### src/rtl/load_store_unit.sv
// RISC-V load/store initiator for a word-organised data memory.
// Handles byte/halfword lanes, load extension and read-modify-write for sub-word stores.
module load_store_unit #(
  parameter int unsigned ADDR_WIDTH  = 17,
  parameter bit          CHECK_RANGE = 1'b1
) (
  input  logic                  clk,
  input  logic                  reset,
  input  logic                  req_valid,
  output logic                  req_ready,
  input  logic                  req_write,
  input  logic [2:0]            req_funct3,
  input  logic [31:0]           req_addr,
  input  logic [31:0]           req_wdata,
  output logic                  resp_valid,
  output logic                  resp_error,
  output logic [31:0]           resp_rdata,
  output logic [ADDR_WIDTH-1:0] mem_address,
  output logic [31:0]           mem_write_data,
  output logic                  mem_write_enable,
  input  logic [31:0]           mem_read_data
);

  typedef enum logic [2:0] {S_IDLE, S_LOAD, S_RMW_READ, S_WRITE, S_ERR} state_e;

  state_e                state_q, state_d;
  logic [2:0]            funct3_q, funct3_d;
  logic [1:0]            offset_q, offset_d;
  logic [31:0]           wdata_q, wdata_d;
  logic [ADDR_WIDTH-1:0] addr_q, addr_d;
  logic [31:0]           wr_data_q, wr_data_d;
  logic                  we_q, we_d;
  logic                  resp_valid_q, resp_valid_d;
  logic                  resp_error_q, resp_error_d;
  logic [31:0]           rdata_q, rdata_d;

  logic                  req_err;
  logic [4:0]            lane_shift;
  logic [31:0]           shifted;
  logic [31:0]           load_data;
  logic [31:0]           lane_mask;
  logic [31:0]           merged;

  always_comb begin
    req_err = 1'b0;
    case (req_funct3)
      3'b000:  req_err = 1'b0;
      3'b001:  req_err = req_addr[0];
      3'b010:  req_err = |req_addr[1:0];
      3'b100:  req_err = req_write;
      3'b101:  req_err = req_write | req_addr[0];
      default: req_err = 1'b1;
    endcase
    if (CHECK_RANGE && ((req_addr >> ADDR_WIDTH) != 32'd0)) req_err = 1'b1;
  end

  // Halfword offsets are always 0 or 2 here, so one shifter serves both widths.
  assign lane_shift = {offset_q, 3'b000};
  assign shifted    = mem_read_data >> lane_shift;

  always_comb begin
    case (funct3_q)
      3'b000:  load_data = {{24{shifted[7]}}, shifted[7:0]};
      3'b001:  load_data = {{16{shifted[15]}}, shifted[15:0]};
      3'b100:  load_data = {24'd0, shifted[7:0]};
      3'b101:  load_data = {16'd0, shifted[15:0]};
      default: load_data = shifted;
    endcase
  end

  assign lane_mask = (funct3_q[0] ? 32'h0000_FFFF : 32'h0000_00FF) << lane_shift;
  assign merged    = (mem_read_data & ~lane_mask) | ((wdata_q << lane_shift) & lane_mask);

  always_comb begin
    state_d      = state_q;
    funct3_d     = funct3_q;
    offset_d     = offset_q;
    wdata_d      = wdata_q;
    addr_d       = addr_q;
    wr_data_d    = wr_data_q;
    we_d         = 1'b0;
    resp_valid_d = 1'b0;
    resp_error_d = 1'b0;
    rdata_d      = 32'd0;
    case (state_q)
      S_IDLE: begin
        if (req_valid) begin
          funct3_d = req_funct3;
          offset_d = req_addr[1:0];
          wdata_d  = req_wdata;
          addr_d   = {req_addr[ADDR_WIDTH-1:2], 2'b00};
          if (req_err) begin
            state_d = S_ERR;
          end else if (!req_write) begin
            state_d = S_LOAD;
          end else if (req_funct3 == 3'b010) begin
            state_d   = S_WRITE;
            wr_data_d = req_wdata;
            we_d      = 1'b1;
          end else begin
            state_d = S_RMW_READ;
          end
        end
      end
      S_LOAD: begin
        rdata_d      = load_data;
        resp_valid_d = 1'b1;
        state_d      = S_IDLE;
      end
      S_RMW_READ: begin
        wr_data_d = merged;
        we_d      = 1'b1;
        state_d   = S_WRITE;
      end
      S_WRITE: begin
        resp_valid_d = 1'b1;
        state_d      = S_IDLE;
      end
      S_ERR: begin
        resp_valid_d = 1'b1;
        resp_error_d = 1'b1;
        state_d      = S_IDLE;
      end
      default: state_d = S_IDLE;
    endcase
  end

  always_ff @(posedge clk) begin
    if (reset) begin
      state_q      <= S_IDLE;
      funct3_q     <= 3'd0;
      offset_q     <= 2'd0;
      wdata_q      <= 32'd0;
      addr_q       <= '0;
      wr_data_q    <= 32'd0;
      we_q         <= 1'b0;
      resp_valid_q <= 1'b0;
      resp_error_q <= 1'b0;
      rdata_q      <= 32'd0;
    end else begin
      state_q      <= state_d;
      funct3_q     <= funct3_d;
      offset_q     <= offset_d;
      wdata_q      <= wdata_d;
      addr_q       <= addr_d;
      wr_data_q    <= wr_data_d;
      we_q         <= we_d;
      resp_valid_q <= resp_valid_d;
      resp_error_q <= resp_error_d;
      rdata_q      <= rdata_d;
    end
  end

  assign req_ready        = (state_q == S_IDLE);
  assign resp_valid       = resp_valid_q;
  assign resp_error       = resp_error_q;
  assign resp_rdata       = rdata_q;
  assign mem_address      = addr_q;
  assign mem_write_data   = wr_data_q;
  // A reset arriving during WRITE must kill the strobe before the memory's clock edge.
  assign mem_write_enable = we_q & ~reset;

endmodule

### config.mk
export PLATFORM = sky130hd
export DESIGN_NAME = load_store_unit
export DESIGN_NICKNAME = d
export VERILOG_FILES = /design/src/rtl/load_store_unit.sv
export SDC_FILE = /design/constraint.sdc
export NUM_CORES = 1
export LEC_CHECK = 0
export CELL_PAD_IN_SITES_DETAIL_PLACEMENT = 2
export CELL_PAD_IN_SITES_GLOBAL_PLACEMENT = 2
export CORE_MARGIN = 1.5
export CORE_UTILIZATION = 25
export CTS_CLUSTER_DIAMETER = 50
export DETAILED_ROUTE_END_ITERATION = 12
export GPL_TIMING_DRIVEN = 0
export HOLD_SLACK_MARGIN = 0.03
export PLACE_DENSITY_LB_ADDON = 0.08
export SLEW_MARGIN = 40
export SYNTH_ARGS = -nofsm -noshare
export SYNTH_HDL_FRONTEND = slang
export SYNTH_SLANG_ARGS = --single-unit
### constraint.sdc
create_clock -name clk -period 2.4 [get_ports clk]
set_clock_uncertainty 0.05 [all_clocks]
set_input_delay 0.6 -clock clk [delete_from_list [all_inputs] [get_ports clk]]
set_output_delay 0.6 -clock clk [all_outputs]
set_load 0.02 [all_outputs]
==> results.json <==
{
  "dieArea_um2": 21400,
  "final.period_utilization_pct": 98.2,
  "drv_cap": 0,
  "worstSkewPairLatency_ns": 0.36,
  "synth_area_um2": 5130,
  "r2r_start": "offset_q[0]",
  "cp_data_arrival_time_ns": 2.52,
  "vias_per_cell": 4.90,
  "fp.dieH_um": 146,
  "clockBufferDepth": 2,
  "routedWlPerCell_um": 20.7,
  "seqCellArea_um2": 2120,
  "antenna_cells": 0,
  "grt_pass1_wl_um": 35100,
  "power_mw": 4.03,
  "cts_tree": "done",
  "setup-violations-final": 0,
  "grt.met3_usage_pct": 3.28,
  "cts_hold_buffers": 0,
  "yosysMostFrequentCell": "nand2_1",
  "reg2reg_to": "mem_write_data[3]",
  "synthArstFlopShare_pct": 0,
  "synthTopCellsByArea": "dfxtp_1 (41%), nand2_1 (11%), mux2_2 (7.0%)",
  "critPathLaunch": "mem_read_data[31]",
  "internal_power_mw": 2.93,
  "met1_usage_pct": 26.0,
  "dp_hpwl_um": 18800,
  "path_clk_slew_ns": 0.08,
  "ys_warn_count": 0,
  "io_pins": 188,
  "multiInputGateArea_um2": 2760,
  "rsz0062_at_grt": "false",
  "synth_cell_types": 43,
  "min_path_type": "reg2reg",
  "fin_nets": 937,
  "swShare_pct": 27.1,
  "peakVddDrop_mv": 0.326,
  "crit_fanout": 10,
  "cts_inserted_buffers": 9,
  "synth_top_area_share_pct": 41.4,
  "pwr-share-seq_pct": 45.4,
  "n_fill_cell": 2333,
  "start_kind": "primary input",
  "fin_setup_tns_ns": 0,
  "drive_above_1_share_pct": 11.8,
  "p_leak_nw": 2.71,
  "cts.sinks": 106,
  "first_pass_iters": 4,
  "endpoint": "resp_rdata[23]",
  "clkPwrFrac_pct": 37.5,
  "grt_max_degree": 20,
  "yosysTopAreaCell": "dfxtp_1",
  "antenna_found_initial": 0,
  "criticalPathCategory": "in2reg",
  "ys_seq_area_share_pct": 41.4,
  "start_util_pct": 25.4,
  "synth-seq-cells": 106,
  "grt_overflow_total": 0,
  "min_period_ns": 2.36,
  "antenna_left": 0,
  "slew_viol_final": 0,
  "use_met2_pct": 39.5,
  "reg2reg_depth": 7,
  "p_comb_share_pct": 17.1,
  "tightest_slew_ns": 0.672,
  "drc_errors": 0,
  "cts_root_buf": "clkbuf_16",
  "gp_congestion": 0.837,
  "synth_edf_count": 0,
  "endpoint_kind": "flop",
  "critical_path_required_ns": 2.57,
  "postSynthCellCount": 633,
  "powerDensity_nw_per_um2": 521,
  "final_hold_viol_count": 0,
  "vias": 5439,
  "slew_headroom_pct": 55.2,
  "rrSetupSlack_ns": 0.16,
  "h-tree-depth": 3,
  "grt.busiest_layer": "met2",
  "core_area_um2": 20200,
  "grtUsageTotal_pct": 21.5,
  "avgSynthCellArea_um2": 8.10,
  "row_count": 52,
  "wl_um": 23000,
  "area_growth_pct": 50.8,
  "fmax_mhz": 424,
  "synthTopCellsByCount": "nand2_1 (155), dfxtp_1 (106), a21oi_1 (69), mux2_2 (32), clkbuf_1 (31)",
  "portBuffers": 184,
  "fp.dieW_um": 146,
  "status": "finished clean",
  "yosys_most_used_dff": "dfxtp_1",
  "p_sw_mw": 1.09,
  "grt_pass1_vias": 6057,
  "first_iter_violations": 152
}
==> repair_timing <==
action | in CTS | in global routing
setup buffers | 3 | 3
resized for setup | 13 | 15
pin swaps | 6 | 5
setup endpoints to repair | 44 | 40
==> cell families (layout without fill, tap and decap cells) <==
| group | Yosys count | count (layout) | share of synthesized area [%] |
|---|---|---|---|
| flops | 106 | 106 | 41.4 |
| other cells | 1 | 2 | 0.0732 |
| compound gates | 163 | 163 | 19.6 |
| simple gates | 241 | 241 | 20.6 |
| mux | 57 | 57 | 11.9 |
| buf+inv | 65 | 270 | 6.35 |
==> metal layers <==
metal | up-vias | wire (um)
li1 | 2609 | -
met1 | 2690 | 10100
met2 | 121 | 11700
met3 | 19 | 784
met4 | 0 | 353
met5 | - | 0
==> cells in the final DEF, fill, tap and decap left out, types with 4 or more instances in the layout <==
master	netlist	layout
a211oi_1	7	7
a21oi_1	69	69
a311oi_1	30	29
buf_1	7	4
buf_2	14	14
buf_4	5	10
buf_6	6	7
clkbuf_1	31	31
clkbuf_16	0	9
clkdlybuf4s50_1	0	179
dfxtp_1	106	106
dlygate4sd2_1	0	5
mux2_2	32	32
mux2i_1	24	23
nand2_1	155	155
nand2b_1	10	10
nor2_1	21	20
nor2b_1	6	6
nor3_1	29	29
o211ai_1	8	8
o21ai_0	27	24
o21ai_1	13	16
==> power groups by stage <==
stage	registers [mW]	clock network (mW)	logic [mW]
4_1_cts	1.83	1.56	0.684
3_5_place_dp	1.87	0	0.675
3_3_place_gp	1.87	0	0.657
2_1_floorplan	1.88	0	0.296
6_report	1.83	1.51	0.690
5_1_grt	1.83	1.63	0.745
==> sequential cells by signal, summed over array words and instances, names as in the netlist <==
name            flops
resp_error          1
state_q             3
resp_valid          1
we_q                1
mem_address        15
funct3_q            3
mem_write_data     32
offset_q            2
resp_rdata         32
wdata_q            16
==> worst min-delay path by stage <==
stage                 startpoint                end  cells after the start  slack, ns
2_1_floorplan        wdata_q[10]        wdata_q[10]                      2       0.39
3_3_place_gp      mem_address[8]     mem_address[8]                      2       0.39
3_5_place_dp     mem_address[16]    mem_address[16]                      2       0.40
4_1_cts          mem_address[16]    mem_address[16]                      2       0.41
5_1_grt           mem_address[2]     mem_address[2]                      2       0.44
6_report       mem_write_data[2]  mem_write_data[2]                      2       0.41
==> worst max-delay path, cell delays in order <==
cell and delay, ns:
clkdlybuf4s50_1 0.53, mux2_1 0.40, mux2i_4 0.24, nor2_1 0.11, o21ai_4 0.27, clkbuf_4 0.27, a21oi_1 0.10
==> area by class of cell <==
type                            instances  share of cell area (%)
Multi-Input combinational cell        463                    35.7
Tap cell                              270                    4.37
Clock buffer                           11                    3.01
Clock inverter                          5                   0.809
Buffer                                 62                    4.16
Sequential cell                       106                    27.5
Timing Repair Buffer                  190                    24.4
Inverter                                2                  0.0971
==> metrics by stage <==
| step | util [%] | std cells | hold slack [ns] | worst slack [ns] | cell area (um^2) |
|---|---|---|---|---|---|
| 3_3_place_gp | 36.2 | 1088 | 0.393 | -0.570 | 7310 |
| 2_1_floorplan | - | 634 | 0.394 | 0.311 | 5130 |
| 3_5_place_dp | 36.2 | 1088 | 0.400 | -0.723 | 7310 |
| 4_1_cts | 37.9 | 1106 | 0.411 | 0.0199 | 7650 |
| 6_report | 38.3 | 1109 | 0.408 | 0.0437 | 7730 |
| 5_1_grt | 38.3 | 1109 | 0.439 | 0.00229 | 7730 |
Note: power is estimated with default switching activity, not from simulation.
